$ cat src/rtl/pipe_stage_skid.sv
// ---------------------------------------------------------------------------
// pipe_stage_skid
//   Generic pipeline-stage register between two core pipeline stages
//   (IF/ID, ID/EX, EX/MEM, MEM/WB). It moves a control field plus a payload
//   from stage N to stage N+1 under a valid/ready handshake and supports a
//   synchronous flush.
//
//   With SKID=1 a second entry register absorbs the entry that arrives in the
//   same cycle downstream stalls. This lets up_ready come straight from a flop,
//   so the stall never ripples combinationally up the pipeline. With SKID=0
//   the stage is the classic single-entry stall-able register and up_ready is
//   combinational.
//
//   A saturating counter records the cycles in which the head entry is held
//   back by downstream.
//
// Ports
//   clk        in   clock, all state on the rising edge
//   reset      in   synchronous, active-high
//   flush      in   discard all held entries (branch/exception kill)
//   up_valid   in   upstream presents an entry
//   up_ready   out  stage can accept; transfer on up_valid & up_ready
//   up_ctrl    in   upstream control field (CTRL_W)
//   up_data    in   upstream payload (DATA_W)
//   dn_valid   out  head entry valid toward downstream
//   dn_ready   in   downstream accepts; transfer on dn_valid & dn_ready
//   dn_ctrl    out  head control; all-zero whenever dn_valid=0
//   dn_data    out  head payload; keeps its last value when dn_valid=0
//   occupancy  out  entries held (0..2, at most 1 when SKID=0)
//   stall_cnt  out  saturating count of dn_valid & !dn_ready cycles
// ---------------------------------------------------------------------------

// One entry register: cleared on reset, loaded on demand, otherwise holds.
module pipe_stage_skid_entry #(
    parameter int W = 8
) (
    input  logic         clk,
    input  logic         reset,
    input  logic         load,
    input  logic [W-1:0] d,
    output logic [W-1:0] q
);
    always_ff @(posedge clk) begin
        if (reset)     q <= '0;
        else if (load) q <= d;
    end
endmodule

module pipe_stage_skid #(
    parameter int CTRL_W = 5,
    parameter int DATA_W = 69,
    parameter int SKID   = 1,
    parameter int CNT_W  = 16
) (
    input  logic              clk,
    input  logic              reset,
    input  logic              flush,
    input  logic              up_valid,
    output logic              up_ready,
    input  logic [CTRL_W-1:0] up_ctrl,
    input  logic [DATA_W-1:0] up_data,
    output logic              dn_valid,
    input  logic              dn_ready,
    output logic [CTRL_W-1:0] dn_ctrl,
    output logic [DATA_W-1:0] dn_data,
    output logic [1:0]        occupancy,
    output logic [CNT_W-1:0]  stall_cnt
);
    localparam int ENT_W = CTRL_W + DATA_W;

    typedef struct packed {
        logic [CTRL_W-1:0] ctrl;
        logic [DATA_W-1:0] data;
    } entry_t;

    // The state encoding is the number of held entries, so it doubles as
    // the occupancy output.
    typedef enum logic [1:0] {
        EMPTY     = 2'd0,
        FULL      = 2'd1,
        SKID_FULL = 2'd2
    } state_t;

    state_t state, state_nxt;
    entry_t up_ent, hd_d, hd_ent, sk_ent;
    logic   hd_valid, accept, pop;
    logic   hd_load, hd_from_skid, sk_load;

    assign up_ent   = '{ctrl: up_ctrl, data: up_data};
    assign hd_valid = (state != EMPTY);
    assign accept   = up_valid & up_ready;
    assign pop      = hd_valid & dn_ready;

    always_ff @(posedge clk) begin
        if (reset) state <= EMPTY;
        else       state <= state_nxt;
    end

    // Flush only suppresses loads and empties the stage; a pop in the same
    // cycle has already been seen downstream, so nothing else is undone.
    always_comb begin
        state_nxt    = state;
        hd_load      = 1'b0;
        hd_from_skid = 1'b0;
        sk_load      = 1'b0;
        if (flush) begin
            state_nxt = EMPTY;
        end else begin
            case (state)
                EMPTY: begin
                    if (accept) begin
                        state_nxt = FULL;
                        hd_load   = 1'b1;
                    end
                end
                FULL: begin
                    if (accept && pop) begin
                        hd_load = 1'b1;              // head replaced, no bubble
                    end else if (accept) begin
                        state_nxt = SKID_FULL;
                        sk_load   = 1'b1;            // head stalled, park the new one
                    end else if (pop) begin
                        state_nxt = EMPTY;
                    end
                end
                SKID_FULL: begin
                    // up_ready is low here, so only a pop can happen.
                    if (pop) begin
                        state_nxt    = FULL;
                        hd_load      = 1'b1;
                        hd_from_skid = 1'b1;
                    end
                end
                default: state_nxt = EMPTY;
            endcase
        end
    end

    assign hd_d = hd_from_skid ? sk_ent : up_ent;

    pipe_stage_skid_entry #(.W(ENT_W)) u_head (
        .clk   (clk),
        .reset (reset),
        .load  (hd_load),
        .d     (hd_d),
        .q     (hd_ent)
    );

    generate
        if (SKID != 0) begin : g_skid
            logic rdy_q;

            pipe_stage_skid_entry #(.W(ENT_W)) u_skid (
                .clk   (clk),
                .reset (reset),
                .load  (sk_load),
                .d     (up_ent),
                .q     (sk_ent)
            );

            // Ready for next cycle is decided now from the next state, so the
            // port is a plain flop output with no path from dn_ready.
            always_ff @(posedge clk) begin
                if (reset) rdy_q <= 1'b1;
                else       rdy_q <= (state_nxt != SKID_FULL);
            end

            assign up_ready = rdy_q;
        end else begin : g_noskid
            // Without a skid slot the stage can only take a new entry when the
            // head is empty or leaving this cycle, so SKID_FULL is unreachable.
            logic unused_sk_load;
            assign unused_sk_load = sk_load;
            assign sk_ent         = '0;
            assign up_ready       = ~hd_valid | dn_ready;
        end
    endgenerate

    // Zeroing ctrl on a bubble keeps regwr/memwr from firing downstream.
    assign dn_valid  = hd_valid;
    assign dn_ctrl   = hd_valid ? hd_ent.ctrl : '0;
    assign dn_data   = hd_ent.data;
    assign occupancy = state;

    // Only reset clears the counter; flush must not hide stall history.
    always_ff @(posedge clk) begin
        if (reset) begin
            stall_cnt <= '0;
        end else if (hd_valid && !dn_ready && (stall_cnt != {CNT_W{1'b1}})) begin
            stall_cnt <= stall_cnt + CNT_W'(1);
        end
    end
endmodule

$ cat config.mk
export PLATFORM = sky130hd
export DESIGN_NAME = pipe_stage_skid
export DESIGN_NICKNAME = d
export VERILOG_FILES = /design/src/rtl/pipe_stage_skid.sv
export SDC_FILE = /design/constraint.sdc
export NUM_CORES = 1
export LEC_CHECK = 0
export CAP_MARGIN = 20
export CORE_UTILIZATION = 50
export DETAILED_ROUTE_END_ITERATION = 10
export GPL_TIMING_DRIVEN = 0
export PLACE_DENSITY = 0.8
export SLEW_MARGIN = 30
export SYNTH_ARGS = -nofsm -noshare
export SYNTH_HDL_FRONTEND = slang
export SYNTH_SLANG_ARGS = --single-unit
$ cat constraint.sdc
create_clock -name clk -period 2.49 [get_ports clk]
set_input_delay 0.3735 -clock clk [delete_from_list [all_inputs] [get_ports clk]]
set_output_delay 0.3735 -clock clk [all_outputs]
set_load 0.01 [all_outputs]
==> results by group, run 1 <==
Clock tree
  • H-tree Lvls: 4
  • Sink Count: 167
  • CTS buffer count: 17
  • # hold bufs at CTS: 0
  • CTS tree: yes
  • Clk buf depth: 2
  • Clock-pin slew on the worst setup and hold paths: approximately 0.060 ns
  • Clock Tree Root: clkbuf_16
  • Clock Latency Late Sink: between 0.4 and 0.5 ns
  • Number of post-CTS setup repair buffers: 0

Pwr
  • Part of the power in registers: 45.1%
  • Pwr dens: around 650 nW/um^2
  • Net Switching: between 1 and 1.5 mW
  • Leakage dissipation: roughly 3.5 nW
  • Clock power frac: between 40 and 50%
  • Switching fraction of total power: 22.47%
  • Total chip power: 6.262 mW
  • Max VDD drop: approximately 0.48 mV
  • Power share of the combinational group: between 10% and 20%
  • Int Power: about 4.9 mW

Logic synthesis
  • #FFs+latches synth: 167
  • Count of cell types in the netlist: slightly above 40
  • Synth area leader: dfxtp_1
  • Syn Area/Cell: between 7 and 8 sq um
  • Synth area leaders: dfxtp_1, nand2_1, a311oi_1, buf_4, a21oi_1
  • Main synth FF type: dfxtp_1
  • Post-synth ARST share: 0%
  • EDFF count, synth: 0
  • Synth top area share: ~47%
  • Syn_nets: 1000
  • Sequential-to-total area share from yosys stat: between 40% and 50%
  • Synth Warn #: 0
  • Cells after synthesis: 920
  • Mapped cell area: slightly above 7000 sq um

STA
  • Slew headroom: a little under half
  • RSZ-0062 raised after global routing: false
  • Clock skew: about 0.0066 ns
  • Period utilization: about 93%
  • Final Critical Period: approximately 2.3 ns
  • Least-Margin Pin Slew: around 0.82 ns
  • Final number of setup-violating endpoints: 0
  • Fmax: ~0.43 GHz
  • Fin. max-slew vios: 0
  • Endpoints failing hold: 0

Global routing
  • Gr usage total: a little over a quarter
  • Number of global-route vias before repair: 6315
  • First-pass GRT wire length: between 30 and 40 mm
  • Largest net degree at the start of global routing: 17
  • Grt ovf: 0
  • Initial antenna violation count: 0

Floorplan
  • Initial Util: ~51%
  • Die area: 14820 sq um
  • Cell row count: 43
  • Num ports: 173
  • Die Y: ~120 um
  • Die X: around 120 um
  • Area of the core: around 14000 sq um

Route
  • Routed Antenna Nets: 0
  • DR WL/cell: between 10 and 15 um
  • Routed vias: around 6.9k
  • Final WL: between 15 and 20 mm
  • DR pass1 iterations: 5
  • DRC errors left: 0
  • 1st-iter DRT viols: 530
  • Vias/cell: approximately 5.3

Critical path
  • CP max-delay cell: clkdlybuf4s50_1
  • Crit-path cells: nor2_1 -> nor2b_1 -> clkdlybuf4s50_1
  • WS Path Type: flip-flop to output pin
  • Startpoint types: flip-flop
  • Max incr delay on CP: around 0.57 ns
  • WP data required: 2.12 ns
  • Worst Path Arrival: ~1.9 ns
  • Endpoint type of the worst setup path: output pin
  • CP max FO: 9

Placement
  • Routability cong.: 0.8991
  • Final HPWL DP: approximately 13 mm
  • Post-DP Area: 9105 sq um
  • Cells after DPL: between 1k and 1.5k
  • I/O Buffers: ~170

Cells and area
  • Most common cell after layout, fill and taps aside: nand2_1
  • Final nets: roughly 1.2k
  • Leading cell types in the layout, fill and taps excluded: nand2_1, clkdlybuf4s50_1, dfxtp_1
  • Final core occ: 69.67%
  • Fin area: approximately 9700 sq um
  • Number of diodes: 0
  • Fraction of layout cells with a size suffix above 1: 10.60%
  • P&R area growth vs syn: 35.43%
  • Fin cells: around 1.3k

Min path
  • Tightest Hold Check Type: input pin to flip-flop

Outcome
  • Status: finished clean

Flow run
  • Max-cap violations: 0
## kinds of logic (layout without fill, tap and decap cells)
group | Yosys count | after routing | share of synthesized area, %
buf+inv | 141 | 344 | 11.17
compound gates | 176 | 176 | 16.74
simple gates | 430 | 430 | 24.58
mux | 3 | 3 | 0.4538
flops | 167 | 167 | 46.64
xor+xnor | 2 | 2 | 0.2444
fa+ha+maj | 1 | 1 | 0.1745
## cell usage after synthesis (6+ instances only)
cell type	count
a21oi_1	85
a311oi_1	74
buf_1	10
buf_2	10
buf_4	69
clkbuf_1	48
dfxtp_1	167
nand2_1	300
nor2_1	84
nor2b_1	8
or3_1	6
## layer usage
layer / global-route usage (%) / wire, um / share of wire, %
met1: 33.56 / 8271 / 44
met2: 43.36 / 8945 / 48
met3: 4.635 / 1004 / 5.4
met4: 10.73 / 527 / 2.8
met5: 0 / 0 / 0
## critical path: cells and delay by family (launching register included)
family	cells	cell delay, ns
and+or+nand+nor	2	0.43
buffers and inverters	1	0.57
DFF	1	0.52
## cell type report
type / count / area, sq um
clock inverters: 8 / 120.1
fillers: 1177 / 4227
clock buffers: 24 / 481.7
flip-flops and latches: 167 / 3343
well taps: 180 / 225.2
repair buffers: 171 / 1712
plain buffers: 137 / 787.0
multi-input cells: 612 / 3024
inverters: 4 / 15.01
## power by group through the flow
stage,sequential [mW],combinational [mW],clock [mW]
6_report,2.82,0.759,2.68
3_3_place_gp,2.88,0.752,0
3_5_place_dp,2.88,0.759,0
2_1_floorplan,2.87,0.383,0
5_1_grt,2.83,0.826,2.83
4_1_cts,2.82,0.763,2.70
## state kept, by name, summed over array words and instances (netlist names)
signal / count
up_ready: 1
occupancy: 2
u_head.q: 74
g_skid.u_skid.q: 74
stall_cnt: 16
## through the flow
| stage | setup TNS [ns] | worst slack, ns | hold slack, ns |
|---|---|---|---|
| 2_1_floorplan | 0 | 0.6068 | 0.4366 |
| 3_3_place_gp | -8.359 | -0.1616 | 0.4417 |
| 3_5_place_dp | -12.91 | -0.2380 | 0.4470 |
| 4_1_cts | 0 | 0.1628 | 0.3881 |
| 5_1_grt | 0 | 0.07602 | 0.4145 |
| 6_report | 0 | 0.1817 | 0.4081 |
## path summary, 6_finish.rpt
check                                                     start  depth (start not counted)                               end  slack, ns
worst min-delay path                                      reset                          2               up_ready$_SDFF_PP1_       0.41
worst min register to register  g_skid.u_skid.q[5]$_SDFFE_PP0P_                          2   g_skid.u_skid.q[5]$_SDFFE_PP0P_       0.45
worst max register to register          occupancy[1]$_SDFF_PP0_                          6  g_skid.u_skid.q[52]$_SDFFE_PP0P_       0.29
worst max-delay path                    occupancy[1]$_SDFF_PP0_                          3                        dn_ctrl[4]       0.18
## timing repair
| item | in CTS | in global routing |
|---|---|---|
| endpoints found under the setup margin | 0 | 1 |
| endpoints found under the hold margin | 0 | 0 |
| gates resized for setup | 0 | 2 |
(Power assumes the default switching activity.)
==> run 2: changes to the inputs <==
--- a/config.mk
+++ b/config.mk
@@ -6,10 +6,12 @@
 export NUM_CORES = 1
 export LEC_CHECK = 0
 export CAP_MARGIN = 20
-export CORE_UTILIZATION = 50
+export CORE_UTILIZATION = 51
+export CTS_BUF_LIST = sky130_fd_sc_hd__clkbuf_8
 export DETAILED_ROUTE_END_ITERATION = 10
 export GPL_TIMING_DRIVEN = 0
-export PLACE_DENSITY = 0.8
+export PLACE_DENSITY = 0.82
+export SKIP_LAST_GASP = 1
 export SLEW_MARGIN = 30
 export SYNTH_ARGS = -nofsm -noshare
 export SYNTH_HDL_FRONTEND = slang
==> run 2 against run 1 <==
  * Global-route usage fell by 0.11 points
  * Routed wire length rose by 0.97%
  * Via count rose by 0.83%
  * Final cell count fell by 0.31%
  * Fmax fell by 2.9%
  * Setup slack got worse by 0.068 ns
  * Combinational power barely moved
  * Largest cell class unchanged
==> results by group, run 2 (synthesis gave the netlist of run 1 again) <==
Outcome
  • Status: finished clean

Clock tree
  • Clock Tree Root: clkbuf_8
  • CTS buffer count: 17 (unchanged)
  • Clock Latency Late Sink: 0.45 ns (+0.03 ns)
  • Sink Count: 167 (unchanged)
  • # hold bufs at CTS: 0 (unchanged)
  • Gates resized, CTS repair: 0 (unchanged)
  • Clock-pin slew on the worst setup and hold paths: 0.08 ns (+0.02 ns)
  • CTS tree: yes
  • H-tree Lvls: 4 (unchanged)
  • Number of post-CTS setup repair buffers: 0 (unchanged)
  • Clk buf depth: 2 (unchanged)

STA
  • Fin. max-slew vios: 0 (unchanged)
  • Final Critical Period: 2.376 ns (+0.06815 ns)
  • Endpoints failing hold: 0 (unchanged)
  • Slew headroom: 39.27% (-5.8 points)
  • RSZ-0062 raised after global routing: false
  • Setup TNS: 0 ns (unchanged)
  • Clock skew: 0.006751 ns (+0.0001726 ns)
  • Period utilization: 95.44% (+2.7 points)
  • Least-Margin Pin Slew: 0.9027 ns (+0.08680 ns)
  • Fmax: 0.4208 GHz (-2.9%)
  • Final number of setup-violating endpoints: 0 (unchanged)

Route
  • Final WL: 18.93 mm (+0.97%)
  • DRC errors left: 0 (unchanged)
  • 1st-iter DRT viols: 511 (-3.6%)
  • Routed Antenna Nets: 0 (unchanged)
  • DR WL/cell: 14.57 um (+1.3%)
  • Routed vias: 6963 (+0.83%)
  • Vias/cell: 5.360 (+1.1%)
  • DR pass1 iterations: 5 (unchanged)

Critical path
  • CP max-delay cell: clkdlybuf4s50_1
  • Endpoint type of the worst setup path: output pin
  • Crit-path cells: nor2_1 -> nor2b_1 -> clkdlybuf4s50_1
  • Worst Path Arrival: 2.00 ns (+0.07 ns)
  • Buffers plus inverters on the worst setup path: 1 (unchanged)
  • R2R Setup Slk: 0.25 ns (-0.04 ns)
  • Max incr delay on CP: 0.51 ns (-0.06 ns)
  • WS Path Type: flip-flop to output pin
  • WP data required: 2.12 ns (about the same)
  • Startpoint types: flip-flop
  • CP max FO: 9 (unchanged)
  • Cell family with most CP delay: simple AND/OR/NAND/NOR gates

Global routing
  • First-pass GRT wire length: 29.88 mm (-1.6%)
  • Gr usage total: 26.04% (-0.11 points)
  • Grt ovf: 0 (unchanged)
  • Number of global-route vias before repair: 6164 (-2.4%)
  • Largest net degree at the start of global routing: 17 (unchanged)
  • Initial antenna violation count: 0 (unchanged)

Floorplan
  • Die area: 14530 sq um (-1.9%)
  • Die Y: 120.6 um (-0.97%)
  • Area of the core: 13450 sq um (-3.5%)
  • Cell row count: 42 (-2.3%)
  • Initial Util: 53.28% (+1.8 points)
  • Die X: 120.6 um (-0.97%)
  • Num ports: 173 (unchanged)

Pwr
  • Clock power frac: 35.8% (-7.0 points)
  • Int Power: 4.250 mW (-12%)
  • Switching fraction of total power: 23.85% (+1.4 points)
  • Total chip power: 5.581 mW (-11%)
  • Max VDD drop: 0.3482 mV (-27%)
  • Leakage dissipation: 3.474 nW (-2.1%)
  • Power share of the combinational group: 13.6% (+1.5 points)
  • Part of the power in registers: 50.5% (+5.4 points)
  • Pwr dens: 586.8 nW/um^2 (-9.0%)
  • Net Switching: 1.331 mW (-5.4%)

Cells and area
  • # fillers: 1118 (-5.0%)
  • P&R area growth vs syn: 32.68%
  • Fin cells: 1299 (-0.31%)
  • Top Registers: g_skid.u_skid.q: 74 flops, u_head.q: 74 flops, stall_cnt: 16 flops
  • Most common cell after layout, fill and taps aside: nand2_1
  • Fraction of layout cells with a size suffix above 1: 10.51% (-0.089 points)
  • Final core occ: 70.69% (+1.0 points)
  • Leading cell types in the layout, fill and taps excluded: nand2_1, clkdlybuf4s50_1, dfxtp_1
  • Final nets: 1190 (unchanged)
  • Number of diodes: 0 (unchanged)

Min path
  • Tightest Hold Check Type: input pin to flip-flop

Placement
  • Routability cong.: 0.9022 (+0.34%)
  • I/O Buffers: 171 (unchanged)
  • Cells after DPL: 1267 (-0.31%)
  • Final HPWL DP: 13.28 mm (+1.6%)

Flow run
  • Max-cap violations: 0 (unchanged)
[run 2: changes by cell type in the layout (fill, tap and decap cells not counted)]
| cell | previous run | this run |
|---|---|---|
| clkbuf_1 | 51 | 48 |
| clkbuf_16 | 17 | 0 |
| clkbuf_2 | 1 | 0 |
| clkbuf_8 | 3 | 20 |
| inv_1 | 4 | 8 |
[run 2: final cells by class]
cell class | count | area, sq um | share of cell area, %
Sequential cell | 167 | 3343 | 35.15
Timing Repair Buffer | 171 | 1712 | 18.00
Clock inverter | 12 | 135.1 | 1.421
Clock buffer | 20 | 275.3 | 2.894
Tap cell | 176 | 220.2 | 2.315
Multi-Input combinational cell | 612 | 3024 | 31.80
Inverter | 4 | 15.01 | 0.1579
Buffer | 137 | 785.8 | 8.262
[run 2: path summary, 6_finish.rpt]
kind | startpoint | end | cells past startpoint
max reg2reg | occupancy[1]$_SDFF_PP0_ | g_skid.u_skid.q[61]$_SDFFE_PP0P_ | 6
max | occupancy[0]$_SDFF_PP0_ | dn_ctrl[4] | 3
min reg2reg | g_skid.u_skid.q[59]$_SDFFE_PP0P_ | g_skid.u_skid.q[59]$_SDFFE_PP0P_ | 2
min | reset | up_ready$_SDFF_PP1_ | 2
[run 2: layer usage]
metal,vias up,share of wire (%),global-route usage (%)
met5,-,0,0
met4,0,2.5,10.96
met3,32,5.1,4.528
met2,233,48,42.67
met1,3272,44,33.80
li1,3426,-,-
[run 2: power by group through the flow]
stage | combinational [mW] | clock (mW) | sequential, mW
2_1_floorplan | 0.383 | 0 | 2.87
3_3_place_gp | 0.750 | 0 | 2.88
6_report | 0.760 | 2.00 | 2.82
3_5_place_dp | 0.758 | 0 | 2.88
5_1_grt | 0.815 | 2.14 | 2.83
4_1_cts | 0.763 | 2.01 | 2.82
[run 2: metrics by stage]
stage	hold WS [ns]	area, sq um	setup slack [ns]
after detailed placement	0.4467	9100	-0.1981
after floorplan	0.4366	7168	0.6068
after CTS	0.2908	9510	0.1344
after global placement	0.4414	9100	-0.1278
final	0.3198	9510	0.1136
after global routing	0.3019	9510	0.03932
[run 2: worst register-to-register path, delay by kind of cell (launching register included)]
kind                   cells  cell delay, ns
AO/OA/AOI/OAI              1            0.16
buffers and inverters      2            0.96
flip-flops                 1            0.52
AND/OR/NAND/NOR            3            0.54
